==> config.mk <==
export PLATFORM = sky130hd
export DESIGN_NAME = sw_seq_lock
export DESIGN_NICKNAME = d
export VERILOG_FILES = /design/src/rtl/sw_seq_lock.sv
export SDC_FILE = /design/constraint.sdc
export NUM_CORES = 1
export LEC_CHECK = 0
export ABC_CLOCK_PERIOD_IN_PS = 3300
export CAP_MARGIN = 20
export CORE_MARGIN = 3
export CORE_UTILIZATION = 35
export DETAILED_ROUTE_END_ITERATION = 10
export HOLD_SLACK_MARGIN = 0.1
export SYNTH_ARGS = -nofsm -noshare
export SYNTH_HDL_FRONTEND = slang
export SYNTH_SLANG_ARGS = --single-unit
==> constraint.sdc <==
create_clock -name clk -period 3.3 [get_ports clk]
set_input_delay 0.495 -clock clk [delete_from_list [all_inputs] [get_ports clk]]
set_output_delay 0.495 -clock clk [all_outputs]
set_load 0.01 [all_outputs]
==> src/rtl/sw_seq_lock.sv <==
// sw_seq_lock: switch-sequence lock. Detects single-switch press events,
// matches them against a programmable code, opens on a full correct entry,
// counts consecutive failures and enters a timed lockout after MAX_FAIL.
module sw_seq_lock #(
    parameter int NUM_SW      = 4,
    parameter int SEQ_LEN     = 4,
    parameter int MAX_FAIL    = 3,
    parameter int LOCKOUT_CYC = 16,
    parameter int IDXW        = $clog2(NUM_SW)
) (
    input  logic                          clk,
    input  logic                          reset,
    input  logic [NUM_SW-1:0]             sw,
    input  logic [SEQ_LEN*IDXW-1:0]       code,
    input  logic                          clear,
    output logic [2:0]                    state,
    output logic [$clog2(SEQ_LEN+1)-1:0]  progress,
    output logic [$clog2(MAX_FAIL+1)-1:0] fail_cnt,
    output logic                          unlocked,
    output logic                          alarm
);

    localparam int PW = $clog2(SEQ_LEN + 1);
    localparam int FW = $clog2(MAX_FAIL + 1);
    // Timer counts LOCKOUT_CYC-1 down to 0; keep at least one bit.
    localparam int TW = (LOCKOUT_CYC > 1) ? $clog2(LOCKOUT_CYC) : 1;

    localparam logic [2:0] S_IDLE    = 3'd0;
    localparam logic [2:0] S_ENTRY   = 3'd1;
    localparam logic [2:0] S_OPEN    = 3'd2;
    localparam logic [2:0] S_FAIL    = 3'd3;
    localparam logic [2:0] S_LOCKOUT = 3'd4;

    logic [2:0]        state_q,    state_d;
    logic [PW-1:0]     progress_q, progress_d;
    logic [FW-1:0]     fail_cnt_q, fail_cnt_d;
    logic [NUM_SW-1:0] sw_prev_q;
    logic [TW-1:0]     timer_q,    timer_d;

    logic              press_ev;
    logic              good_press;
    logic              match;
    logic [IDXW-1:0]   press_sym;
    logic [IDXW-1:0]   exp_sym;
    logic [PW-1:0]     progress_inc;
    logic [FW-1:0]     fail_cnt_inc;

    // Index of the (single) set bit of a switch vector.
    function automatic logic [IDXW-1:0] sw_index(input logic [NUM_SW-1:0] v);
        sw_index = '0;
        for (int i = 0; i < NUM_SW; i++) begin
            if (v[i]) sw_index = IDXW'(i);
        end
    endfunction

    // Code symbol at position p; positions past the code read as zero.
    function automatic logic [IDXW-1:0] code_sym(input logic [SEQ_LEN*IDXW-1:0] c,
                                                 input logic [PW-1:0] p);
        code_sym = '0;
        for (int i = 0; i < SEQ_LEN; i++) begin
            if (p == PW'(i)) code_sym = c[i*IDXW +: IDXW];
        end
    endfunction

    // Press detection: rising from all-released, then classify and compare live.
    always_comb begin
        press_ev     = (sw_prev_q == '0) && (sw != '0);
        good_press   = $onehot(sw);
        press_sym    = sw_index(sw);
        exp_sym      = code_sym(code, progress_q);
        match        = press_ev && good_press && (press_sym == exp_sym);
        progress_inc = progress_q + PW'(1);
        fail_cnt_inc = fail_cnt_q + FW'(1);
    end

    // State, counters, lockout timer and previous switch sample.
    always_ff @(posedge clk or negedge reset) begin
        if (!reset) begin
            state_q    <= S_IDLE;
            progress_q <= '0;
            fail_cnt_q <= '0;
            sw_prev_q  <= '0;
            timer_q    <= '0;
        end else begin
            state_q    <= state_d;
            progress_q <= progress_d;
            fail_cnt_q <= fail_cnt_d;
            sw_prev_q  <= sw;
            timer_q    <= timer_d;
        end
    end

    // Next-state logic; entering FAIL clears progress and bumps the fail count.
    always_comb begin
        state_d    = state_q;
        progress_d = progress_q;
        fail_cnt_d = fail_cnt_q;
        timer_d    = timer_q;
        case (state_q)
            S_IDLE, S_ENTRY: begin
                if (clear) begin
                    state_d    = S_IDLE;
                    progress_d = '0;
                end else if (match) begin
                    if (progress_inc == PW'(SEQ_LEN)) begin
                        state_d    = S_OPEN;
                        progress_d = '0;
                        fail_cnt_d = '0;
                    end else begin
                        state_d    = S_ENTRY;
                        progress_d = progress_inc;
                    end
                end else if (press_ev) begin
                    state_d    = S_FAIL;
                    progress_d = '0;
                    fail_cnt_d = fail_cnt_inc;
                end
            end
            S_OPEN: begin
                if (clear || press_ev) begin
                    state_d    = S_IDLE;
                    progress_d = '0;
                end
            end
            S_FAIL: begin
                if (fail_cnt_q == FW'(MAX_FAIL)) begin
                    state_d = S_LOCKOUT;
                    timer_d = TW'(LOCKOUT_CYC - 1);
                end else begin
                    state_d = S_IDLE;
                end
            end
            S_LOCKOUT: begin
                if (timer_q == '0) begin
                    state_d    = S_IDLE;
                    fail_cnt_d = '0;
                end else begin
                    timer_d = timer_q - TW'(1);
                end
            end
            default: begin
                state_d    = S_IDLE;
                progress_d = '0;
            end
        endcase
    end

    // Status outputs decoded from the registered state.
    always_comb begin
        state    = state_q;
        progress = progress_q;
        fail_cnt = fail_cnt_q;
        unlocked = (state_q == S_OPEN);
        alarm    = (state_q == S_LOCKOUT);
    end

endmodule

==> results of run 1 <==
[layout by cell type, fill, tap and decap left out, types with 2 or more instances in the layout]
master / instances
a21o_1: 2
a21oi_1: 5
clkbuf_4: 3
clkdlybuf4s50_1: 24
dfrtp_1: 16
ha_1: 11
inv_1: 15
nand2_1: 13
nand3_1: 3
nand3b_1: 2
nor2_1: 8
nor2b_1: 3
nor3_1: 7
nor3b_1: 2
o2111ai_1: 2
or2_2: 2
xor2_1: 2
[sequential cells by signal, summed over array words and instances, names as in the netlist]
register / count
fail_cnt: 2
state: 3
progress: 3
sw_prev_q: 4
timer_q: 4
[metrics by stage]
| step | total power, mW | cell area (um^2) | cells | utilization | hold slack, ps |
|---|---|---|---|---|---|
| 2_1_floorplan | 0.2906 | 1171 | 125 | - | 199.4 |
| 3_3_place_gp | 0.3526 | 1463 | 192 | 0.4676 | 487.7 |
| 3_5_place_dp | 0.3576 | 1463 | 192 | 0.4676 | 495.7 |
| 4_1_cts | 0.4877 | 1499 | 196 | 0.4792 | 508.5 |
| 5_1_grt | 0.5182 | 1499 | 196 | 0.4792 | 539.2 |
| 6_report | 0.4802 | 1499 | 196 | 0.4792 | 505.2 |
[worst min-delay path by stage]
stage	end	start	cells past startpoint
final	timer_q[0]	timer_q[0]	1
after global routing	timer_q[0]	timer_q[0]	1
after CTS	timer_q[0]	timer_q[0]	1
after detailed placement	timer_q[0]	timer_q[0]	1
after global placement	timer_q[0]	timer_q[0]	1
after floorplan	fail_cnt[0]	reset	0
[power groups by stage]
stage	clock network, mW	logic, mW	registers, mW
3_5_place_dp	0	0.127	0.231
3_3_place_gp	0	0.122	0.231
2_1_floorplan	0	0.0583	0.232
4_1_cts	0.132	0.128	0.227
6_report	0.126	0.127	0.227
5_1_grt	0.142	0.145	0.231
[layout make-up]
cell class / count / area, um^2 / area share
clock buffers: 4 / 36.28 / 0.02421
inverters: 15 / 56.30 / 0.03756
flip-flops and latches: 16 / 400.4 / 0.2671
repair buffers: 24 / 240.2 / 0.1603
well taps: 44 / 55.05 / 0.03673
multi-input cells: 93 / 710.7 / 0.4741
[synthesized netlist by cell type (all sizes together) (2+ instances only)]
| library cell | count |
|---|---|
| a21o | 2 |
| a21oi | 6 |
| and3 | 2 |
| dfrtp | 16 |
| ha | 11 |
| inv | 15 |
| nand2 | 13 |
| nand3 | 3 |
| nand3b | 2 |
| nor2 | 9 |
| nor2b | 3 |
| nor3 | 8 |
| nor3b | 2 |
| o2111ai | 2 |
| o21ai | 2 |
| or2 | 3 |
| xor2 | 2 |
[cells by family (layout without fill, tap and decap cells)]
family                     count (synthesis)  count (layout)  synth area share
AOI/OAI and AO/OA                         26              26            0.1923
buffers and inverters                     16              43           0.05128
adders and majority gates                 12              12            0.1346
xor gates and xnor gates                   2               2           0.01496
DFF                                       16              16            0.3419
and+or+nand+nor                           53              53            0.2650
[critical path, stage by stage]
cell and delay [ps]:
clkdlybuf4s50_1 610, inv_1 90, fa_1 490, inv_1 40, ha_1 170, ha_1 270
nor2_1 100, and3_4 230, nand4_4 120, o41ai_2 300
[per-layer routing]
metal | share of wire | vias to the layer above | wire [um]
li1 | - | 502 | -
met1 | 0.49 | 434 | 1169
met2 | 0.46 | 17 | 1105
met3 | 0.046 | 4 | 111
met4 | 0.0091 | 0 | 22
met5 | 0 | - | 0
==> metrics, run 1 <==
share of cells above drive strength 1 0.09868; worst r2r src progress[0]; Core Region 3128 um^2; Worst-Skew Late Latency 290 ps; FF+latch count, synth 16; die width 63.85 um; clock buffer depth 2; site row count 20; Critical Path Fanout Max 8; final worst-path cycle share 0.8226; status finished clean; Synth async-reset ratio 1.000; clk root buf clkbuf_4; setup violators final 0; GRT Util Overall 0.1311; post-synthesis sequential area ratio 0.3419; Reg power frac 0.472; Worst Setup End Kind register; Slew @ Worst Pin 713.2 ps; Slew Limit Headroom 0.5231; Most Crowded Layer GR met2; Worst EP required 3490 ps; CP endpoint progress[2]; I/O pins 25; internal power 344.8 uW; via count 957; CTS sink cnt 16; CP Class in -> reg; GR met3 Demand/Resource 0.04218; drt via density 4.883; Distinct cells, synth 47; Power Density 320.3 nW/um^2; Fillers 301; Worst-path clk slew 90 ps; clock skew 5.142 ps; nets 180; Area Overhead vs Synth 27.99%; Clk pwr share 0.263; sw frac 0.2819; synth top area cells dfrtp_1, ha_1, inv_1, nand2_1, nor3_1; Hold Buf Count CTS 0; CP arrival 2910 ps; Die Y 63.85 um; GPL Wtd Cong 0.7848; initial core utilization 0.3744; Synth Instances 125; startpoint types primary input; post-cts sizing count 0; GRT met1 Usage 0.1707; Wirelength per Cell 12.29 um; R2R depth 7; worst vdd ir 221.9 uV; r2r endpoint progress[2]; initial antenna violation count 0; Buffers on Ports 24; Gate power share 0.265; Hold Path Class reg -> reg; Post-Place Worst Slack 247.3 ps; Reg2Reg Setup Slack 860 ps; total gr overflow 0; post-synth top area share 0.3419; switching power 135.3 uW; critical path startpoint sw[3]; antenna fix cells 0; Primary FF master, synth dfrtp_1; Final min period 2715 ps; DIE AREA 4076 um^2; Post-synth EDFFs 0; Post-CTS Setup Bufs 0; fmax 0.3684 GHz; total CTS buffers 3; count of final max-slew check failures 0; YS warnings 0; first-pass GRT wire length 4.305 mm; H-tree depth 1; Cell Area, Synth 1171 um^2; final WL 2.408 mm; final hold vios 0; initial drt markers 49; max-cap violations 0; CTS tree yes; met2 Use GR 0.2090; largest area contributor in the netlist dfrtp_1; setup_tns 0 ps; RSZ-0062 raised after global routing false; detailed-route DRC error count 0; drt first pass iters 4; Pleak 0.6705 nW; Syn Area/Cell 9.369 um^2; largest net degree at the start of global routing 17; Syn Nets 152; fin worst setup slack 585.3 ps; Detail Placement HPWL 1.948 mm; number of global-route vias before repair 953; final antenna-violating net count 0
Power figures use the tool's default switching activity.
==> inputs of run 2 (changes only) <==
ABC_CLOCK_PERIOD_IN_PS = 2210   (was 3300)
clock period = 2.21 ns   (was 3.3 ns; I/O delays follow)
==> metrics, run 2 (synthesized netlist as in run 1, its figures left out) <==
final antenna-violating net count 0 (unchanged); Worst-path clk slew 110 ps (was 90 ps); Power Density 437.7 nW/um^2 (was 320.3 nW/um^2); Hold Slack 293.9 ps (was 505.2 ps); status finished, violations left (was finished clean); Area Overhead vs Synth 44.34% (was 27.99%); fin cells 215 (was 196); CP Class reg -> reg (was in -> reg); setup violators final 1 (was 0); Detail Placement HPWL 2.259 mm (was 1.948 mm); cell mode on critical path ha_4; CP Buf/Inv Count 0 (was 3); startpoint types register (was primary input); initial antenna violation count 0 (unchanged); final hold vios 0 (unchanged); switching power 216.9 uW (was 135.3 uW); initial core utilization 0.3744 (unchanged); Clk pwr share 0.275 (was 0.263); CP max stage cell dfrtp_2 (was clkdlybuf4s50_1); Overall Power 739.9 uW (was 480.2 uW); Worst path top cell family by delay compound AO/OA/AOI/OAI gates (was adder cells); count of final max-slew check failures 0 (unchanged); Worst Setup End Kind register (unchanged); most common cell after layout, fill and taps aside clkdlybuf4s50_1 (unchanged); Core Region 3128 um^2 (unchanged); Die Y 63.85 um (unchanged); share of cells above drive strength 1 0.2632 (was 0.09868); final WL 2.876 mm (was 2.408 mm); die width 63.85 um (unchanged); Final min period 2219 ps; CP Cell Sequence ha_4 -> ha_4 -> or2_4 -> a211o_1 -> a221oi_4 -> nand4_4 -> o221a_1 (was clkdlybuf4s50_1 -> inv_1 -> fa_1 -> inv_1 -> ha_1 -> ha_1 -> nor2_1 -> and3_4 -> nand4_4 -> o41ai_2); fmax 0.4506 GHz; I/O pins 25 (unchanged); top flop regs sw_prev_q (4), timer_q (4) (unchanged); Critical Path Fanout Max 5 (was 8); via count 1081 (was 957); H-tree depth 1 (unchanged); GPL Wtd Cong 0.7981 (was 0.7848); Critical Path Max Stage Delay 450 ps (was 610 ps); most frequent cells in the layout clkdlybuf4s50_1, buf_4, dfrtp_1, nand2_1, inv_1 (was clkdlybuf4s50_1, dfrtp_1, inv_1, nand2_1, ha_1); nets 199 (was 180); detailed-route DRC error count 0 (unchanged); fin worst setup slack -9.298 ps (was 585.3 ps); Slew @ Worst Pin 491.1 ps (was 713.2 ps); internal power 522.9 uW (was 344.8 uW); clock buffer depth 2 (unchanged); DIE AREA 4076 um^2 (unchanged); Reg power frac 0.460 (was 0.472); CTS sink cnt 16 (unchanged); Multi-input gate area 758.2 um^2 (was 710.7 um^2); total gr overflow 0 (unchanged); max-cap violations 0 (unchanged); Register Area 401.6 um^2 (was 400.4 um^2); worst vdd ir 209.1 uV (was 221.9 uV); total CTS buffers 3 (unchanged); GRT Util Overall 0.1477 (was 0.1311); Gate power share 0.265 (about the same); sw frac 0.2932 (was 0.2819); Reg2Reg Setup Slack -9 ps (was 860 ps); Placed Instances 206 (was 192); drt first pass iters 4 (unchanged); clock skew 6.874 ps (was 5.142 ps); RSZ-0062 raised after global routing true (was false); final worst-path cycle share 1.004; initial drt markers 52 (was 49); drt via density 5.028 (was 4.883); Hold Path Class in -> reg (was reg -> reg); Post-Place Worst Slack -526.4 ps (was 247.3 ps); number of global-route vias before repair 1074 (was 953); Worst-Skew Late Latency 300 ps (was 290 ps); clk root buf clkbuf_4 (unchanged); Wirelength per Cell 13.38 um (was 12.29 um); Worst EP required 2400 ps (was 3490 ps); CTS tree yes (unchanged); Pleak 0.7698 nW (was 0.6705 nW); antenna fix cells 0 (unchanged); first-pass GRT wire length 4.774 mm (was 4.305 mm); largest net degree at the start of global routing 17 (unchanged); failing checks negative setup slack; Buffers on Ports 24 (unchanged); Slew Limit Headroom 0.6696 (was 0.5231); site row count 20 (unchanged); CP arrival 2410 ps (was 2910 ps); Fillers 313 (was 301)
[run 2: changes by cell type in the layout (fill, tap and decap cells not counted), sizes merged]
cell,delta
clkdlybuf4s50,-3
buf,+19
dlygate4sd2,+3
[run 2: area by class of cell]
| type | instances | share of cell area |
|---|---|---|
| inverters | 15 | 0.03331 |
| well taps | 44 | 0.03257 |
| repair buffers | 43 | 0.2265 |
| flip-flops and latches | 16 | 0.2376 |
| clock buffers | 4 | 0.02147 |
| multi-input cells | 93 | 0.4486 |
[run 2: power by group through the flow]
stage | Clock, mW | Sequential, mW | Combinational (mW)
global route | 0.223 | 0.346 | 0.222
floorplan | 0 | 0.347 | 0.0869
CTS | 0.212 | 0.341 | 0.197
finish | 0.204 | 0.340 | 0.196
detailed placement | 0 | 0.345 | 0.195
global placement | 0 | 0.345 | 0.193
[run 2: through the flow]
| step | utilization | area [um^2] | TNS, ps |
|---|---|---|---|
| floorplan | - | 1172 | 0 |
| global placement | 0.5016 | 1569 | -2909 |
| detailed placement | 0.5016 | 1569 | -3193 |
| CTS | 0.5304 | 1659 | -38.21 |
| global route | 0.5404 | 1690 | -438.2 |
| finish | 0.5404 | 1690 | -9.298 |
[run 2: repair_timing]
item	in CTS	in global routing
hold buffers	0	0
pin swaps	10	10
gates resized for setup	13	4
buffers inserted	3	2
setup endpoints to repair	7	8
gates cloned	0	0
[run 2: routing by layer]
layer  up-vias  global-route usage  share of wire
met5         -                   0              0
met1       522              0.1838           0.44
li1        535                   -              -
met3         4             0.03163          0.038
met2        20              0.2503           0.51
met4         0             0.05121          0.011
[run 2: path summary, 6_finish.rpt]
| check | startpoint | cells after the start | end |
|---|---|---|---|
| setup / recovery | progress[0] | 7 | state[0] |
| hold / removal | sw[0] | 1 | sw_prev_q[0] |
| setup reg to reg | progress[0] | 7 | state[0] |
| hold reg to reg | timer_q[0] | 1 | timer_q[0] |
| max in group asynchronous | reset | 2 | progress[0] |
| min in group asynchronous | reset | 2 | progress[2] |
==> inputs of run 3 (changes only) <==
ABC_CLOCK_PERIOD_IN_PS = not set   (was 2210)
==> results of run 3 <==
Same layout as run 2: the final DEF is identical, and so are final timing and power.
==> RTL edit 1, RTL diff (settings of run 1) <==
Set the parameter `SEQ_LEN` to 8 (it was 4).
--- a/src/rtl/sw_seq_lock.sv
+++ b/src/rtl/sw_seq_lock.sv
@@ -3,7 +3,7 @@
 // counts consecutive failures and enters a timed lockout after MAX_FAIL.
 module sw_seq_lock #(
     parameter int NUM_SW      = 4,
-    parameter int SEQ_LEN     = 4,
+    parameter int SEQ_LEN     = 8,
     parameter int MAX_FAIL    = 3,
     parameter int LOCKOUT_CYC = 16,
     parameter int IDXW        = $clog2(NUM_SW)
Interface: changed (resized code and progress); port bits go from 25 to 34. No check against the original RTL was run, so the function may have changed too.
==> RTL edit 1 against run 1 <==
Sequential cell count increased by 1; global-route usage increased by 1.4 points; maximum frequency decreased by 9.7%; clock power decreased by 14%; wire length increased by 18%; cell area increased by 8.8%; register-to-register slack got worse by 0.34 ns; power decreased by 2.5%; setup slack got worse by 0.29 ns; area after synthesis increased by 4.4%; critical path depth increased by 3; clock skew decreased by 0.0019 ns; largest cell class unchanged.
==> RTL edit 1: results (changes against run 1) <==
status=finished clean (unchanged); Mapped Nets=171 (was 152); WL final=2.852 mm (was 2.408 mm); drt via density=5.037 (was 4.883); Resized cells post-CTS=0 (unchanged); wl on met1=1.396 mm (was 1.169 mm); critical path's largest stage delay=0.54 ns (was 0.61 ns); met2 Track Usage GR=0.2427 (was 0.2090); DRT iter0 DRCs=51 (was 49); Least-Margin Pin Slew=0.7692 ns (was 0.7132 ns); reg-to-reg endpoint=fail_cnt[0] (was progress[2]); Worst VDD drop=241.5 µV (was 221.9 µV); HPWL reported at the end of detailed placement=2.261 mm (was 1.948 mm); Seq/Total Area, Yosys=0.3480 (was 0.3419); number of global-route vias before repair=1082 (was 953); layout cells sized above 1=0.08000 (was 0.09868); largest delay contributor family on the critical path=adder cells (unchanged); Final Cycle Share=0.9115 (was 0.8226); global-route wire length before repair=4.926 mm (was 4.305 mm); Worst R2R Setup Slack=0.52 ns (was 0.86 ns); DR WL met3=60 µm (was 111 µm); fillers=321 (was 301); I/O Buffers=33 (was 24); slowest CP cell=fa_1 (was clkdlybuf4s50_1); dpl ws=-0.02217 ns (was 0.2473 ns); gr usage total=0.1455 (was 0.1311); most area-consuming cells after synthesis=dfrtp_1, ha_1, a21oi_1 (was dfrtp_1, ha_1, inv_1); Tightest Hold Check Type=flop to flop (unchanged); met2 wire length=1.382 mm (was 1.105 mm); met1 Use GR=0.1935 (was 0.1707); FF-to-FF path depth=9 (was 7); Reg clk slew, reported paths=0.09 ns (about the same); synth cell count leaders=dfrtp_1, inv_1, a21oi_1, nand2_1, nor2_1 (was dfrtp_1, inv_1, nand2_1); Setup Skew=0.003212 ns (was 0.005142 ns); nets@finish=209 (was 180); Global Route met3 Usage=0.03248 (was 0.04218); Worst EP arrival=3.19 ns (was 2.91 ns); Leak=0.7000 nW (was 0.6705 nW); gpl congestion=0.7855 (was 0.7848); largest net degree at the start of global routing=18 (was 17); Distinct cells, synth=46 (was 47)
-- RTL edit 1: final cells by class --
class	count	share of cell area
clock buffer	4	0.01612
inverter	15	0.03454
tap	44	0.03377
timing repair buffer	34	0.2072
sequential	17	0.2609
multi-input combinational	105	0.4474
-- RTL edit 1: kinds of logic after synthesis --
logic type	synth area share
flops	0.3480
compound gates	0.2170
xor+xnor	0.02150
simple gates	0.2497
buf+inv	0.05527
fa+ha+maj	0.1085
-- RTL edit 1: power by group --
part	switching, W	internal, W	leakage [nW]
registers	0.0000162	0.000223	0.225
logic	0.0000494	0.0000721	0.460
clock network	0.0000607	0.0000469	0.0150
-- RTL edit 1: worst max path at each step --
stage | startpoint | to | cells after the start
2_1_floorplan | sw[0] | fail_cnt[0] | 12
3_3_place_gp | sw[0] | fail_cnt[1] | 13
3_5_place_dp | sw[0] | fail_cnt[1] | 12
4_1_cts | sw[0] | fail_cnt[1] | 13
5_1_grt | sw[0] | progress[0] | 12
6_report | sw[0] | fail_cnt[1] | 13
-- RTL edit 1: metrics by stage --
step                cell area (µm²)   power, W  hold WS [ns]  TNS [ns]  cells
CTS                            1630  0.0004760        0.4988         0    219
finish                         1630  0.0004683        0.4902         0    219
floorplan                      1222  0.0002943        0.1994         0    138
global route                   1630  0.0005085        0.5534         0    219
detailed placement             1604  0.0003645        0.4842  -0.02807    215
global placement               1604  0.0003599        0.4739         0    215
-- RTL edit 1: worst register-to-register path, cell delays in order, from the launching register on --
cell and delay, ns:
dfrtp_1 0.48, ha_1 0.35, or3_4 0.43, a221o_1 0.27
o31a_1 0.12, o22ai_2 0.20, nor4_1 0.08, a211o_4 0.38
nor2b_4 0.15, a31o_1 0.21
==> RTL edit 2, RTL diff (flow settings as in run 1) <==
Made on the original files. Reset style: synchronous (`reset`), changed in one clocked block.
--- a/src/rtl/sw_seq_lock.sv
+++ b/src/rtl/sw_seq_lock.sv
@@ -74,7 +74,7 @@
     end
 
     // State, counters, lockout timer and previous switch sample.
-    always_ff @(posedge clk or negedge reset) begin
+    always_ff @(posedge clk) begin
         if (!reset) begin
             state_q    <= S_IDLE;
             progress_q <= '0;
Formal check against the unedited RTL: differs if reset is asserted again (counterexample within 4 cycles, from zero or initial values and one cycle with reset low); with reset held inactive, the same outputs for 10 cycles.
==> RTL edit 2 against run 1 <==
Critical path depth increased by 3; first-iteration DRC count increased by 2.0%; via count increased by 6.6%; global-route usage increased by 1.4 points; cell area decreased by 5.9%; setup slack got worse by 0.36 ns; synthesized cell count unchanged; wire length increased by 0.33%; power decreased by 12%; clock power increased by 4%; worst hold slack got worse by 0.021 ns; sequential cell count unchanged; area after synthesis decreased by 9.9%; combinational power decreased by 32%; critical path type unchanged; largest cell class unchanged.
==> RTL edit 2: results (changes against run 1) <==
global-route wire length before repair=3.974 mm (was 4.305 mm); HPWL reported at the end of detailed placement=1.942 mm (was 1.948 mm); Via Count=1020 (was 957); crit-path max FO=4 (was 8); synth cell count leaders=dfxtp_1, inv_1, ha_1, nor2_1, nand2_1 (was dfrtp_1, inv_1, nand2_1); reg-to-reg endpoint=progress[0] (was progress[2]); dpl cell area=1374 µm² (was 1463 µm²); Post-Synthesis Cells=125 (unchanged); Seq/Total Area, Yosys=0.3037 (was 0.3419); status=finished clean (unchanged); WL final=2.416 mm (was 2.408 mm); Worst R2R Setup Slack=0.89 ns (was 0.86 ns); layout cells sized above 1=0.08917 (was 0.09868); dpl ws=-0.1080 ns (was 0.2473 ns); Mapped Nets=152 (unchanged); largest net degree at the start of global routing=11 (was 17); final std cells w/o fill=188 (was 196); Least-Margin Pin Slew=0.4551 ns (was 0.7132 ns); critical path's largest stage delay=0.54 ns (was 0.61 ns); critical hold path startpoint=timer_q[0] (unchanged); gpl congestion=0.8457 (was 0.7848); Synth Area in XOR/XNOR=0.03321 (was 0.01496); cell total after placement=184 (was 192); hold slack=0.4844 ns (was 0.5052 ns); Internal Power=0.0003124 W (was 0.0003448 W); Primary FF master, synth=dfxtp_1 (was dfrtp_1); DRT Pass-1 Iters=5 (was 4); most area-consuming cells after synthesis=dfxtp_1, ha_1, inv_1 (was dfrtp_1, ha_1, inv_1); Async SR Flop Fraction=0 (was 1.000); slowest CP cell=fa_1 (was clkdlybuf4s50_1); Worst VDD drop=218.3 µV (was 221.9 µV); Worst EP arrival=3.30 ns (was 2.91 ns); Setup crit start=sw[0] (was sw[3]); I/O Buffers=24 (unchanged); FF-to-FF Start=progress[1] (was progress[0]); hold endpoint=timer_q[0] (unchanged); Leak=0.5472 nW (was 0.6705 nW); adder-cell area share of the yosys netlist=0.1495 (was 0.1346); number of global-route vias before repair=934 (was 953); gr usage total=0.1450 (was 0.1311); Final Cycle Share=0.9332 (was 0.8226); DRT iter0 DRCs=50 (was 49); Synth Area in Compound Gates=0.1803 (was 0.1923); FF-to-FF path depth=9 (was 7); Distinct cells, synth=40 (was 47)
==> RTL edit 2: power by group through the flow <==
stage / Combinational (W) / Sequential (W) / Clock (W)
2_1_floorplan: 0.0000440 / 0.000207 / 0
3_3_place_gp: 0.0000853 / 0.000208 / 0
3_5_place_dp: 0.0000859 / 0.000208 / 0
4_1_cts: 0.0000865 / 0.000203 / 0.000132
5_1_grt: 0.0000960 / 0.000204 / 0.000141
6_report: 0.0000861 / 0.000203 / 0.000131
==> RTL edit 2: layout make-up <==
cell class | count | area [µm²]
Fill cell | 262 | 1395
Clock buffer | 4 | 36.28
Timing Repair Buffer | 31 | 292.8
Inverter | 15 | 56.30
Multi-Input combinational cell | 91 | 665.6
Tap cell | 31 | 38.79
Sequential cell | 16 | 320.3
==> RTL edit 2: metal layers <==
metal,global-route usage,vias up,part of all wire
met3,0.04681,6,0.072
met4,0.04644,0,0.018
met2,0.2183,36,0.44
met1,0.1967,468,0.47
met5,0,-,0
li1,-,510,-
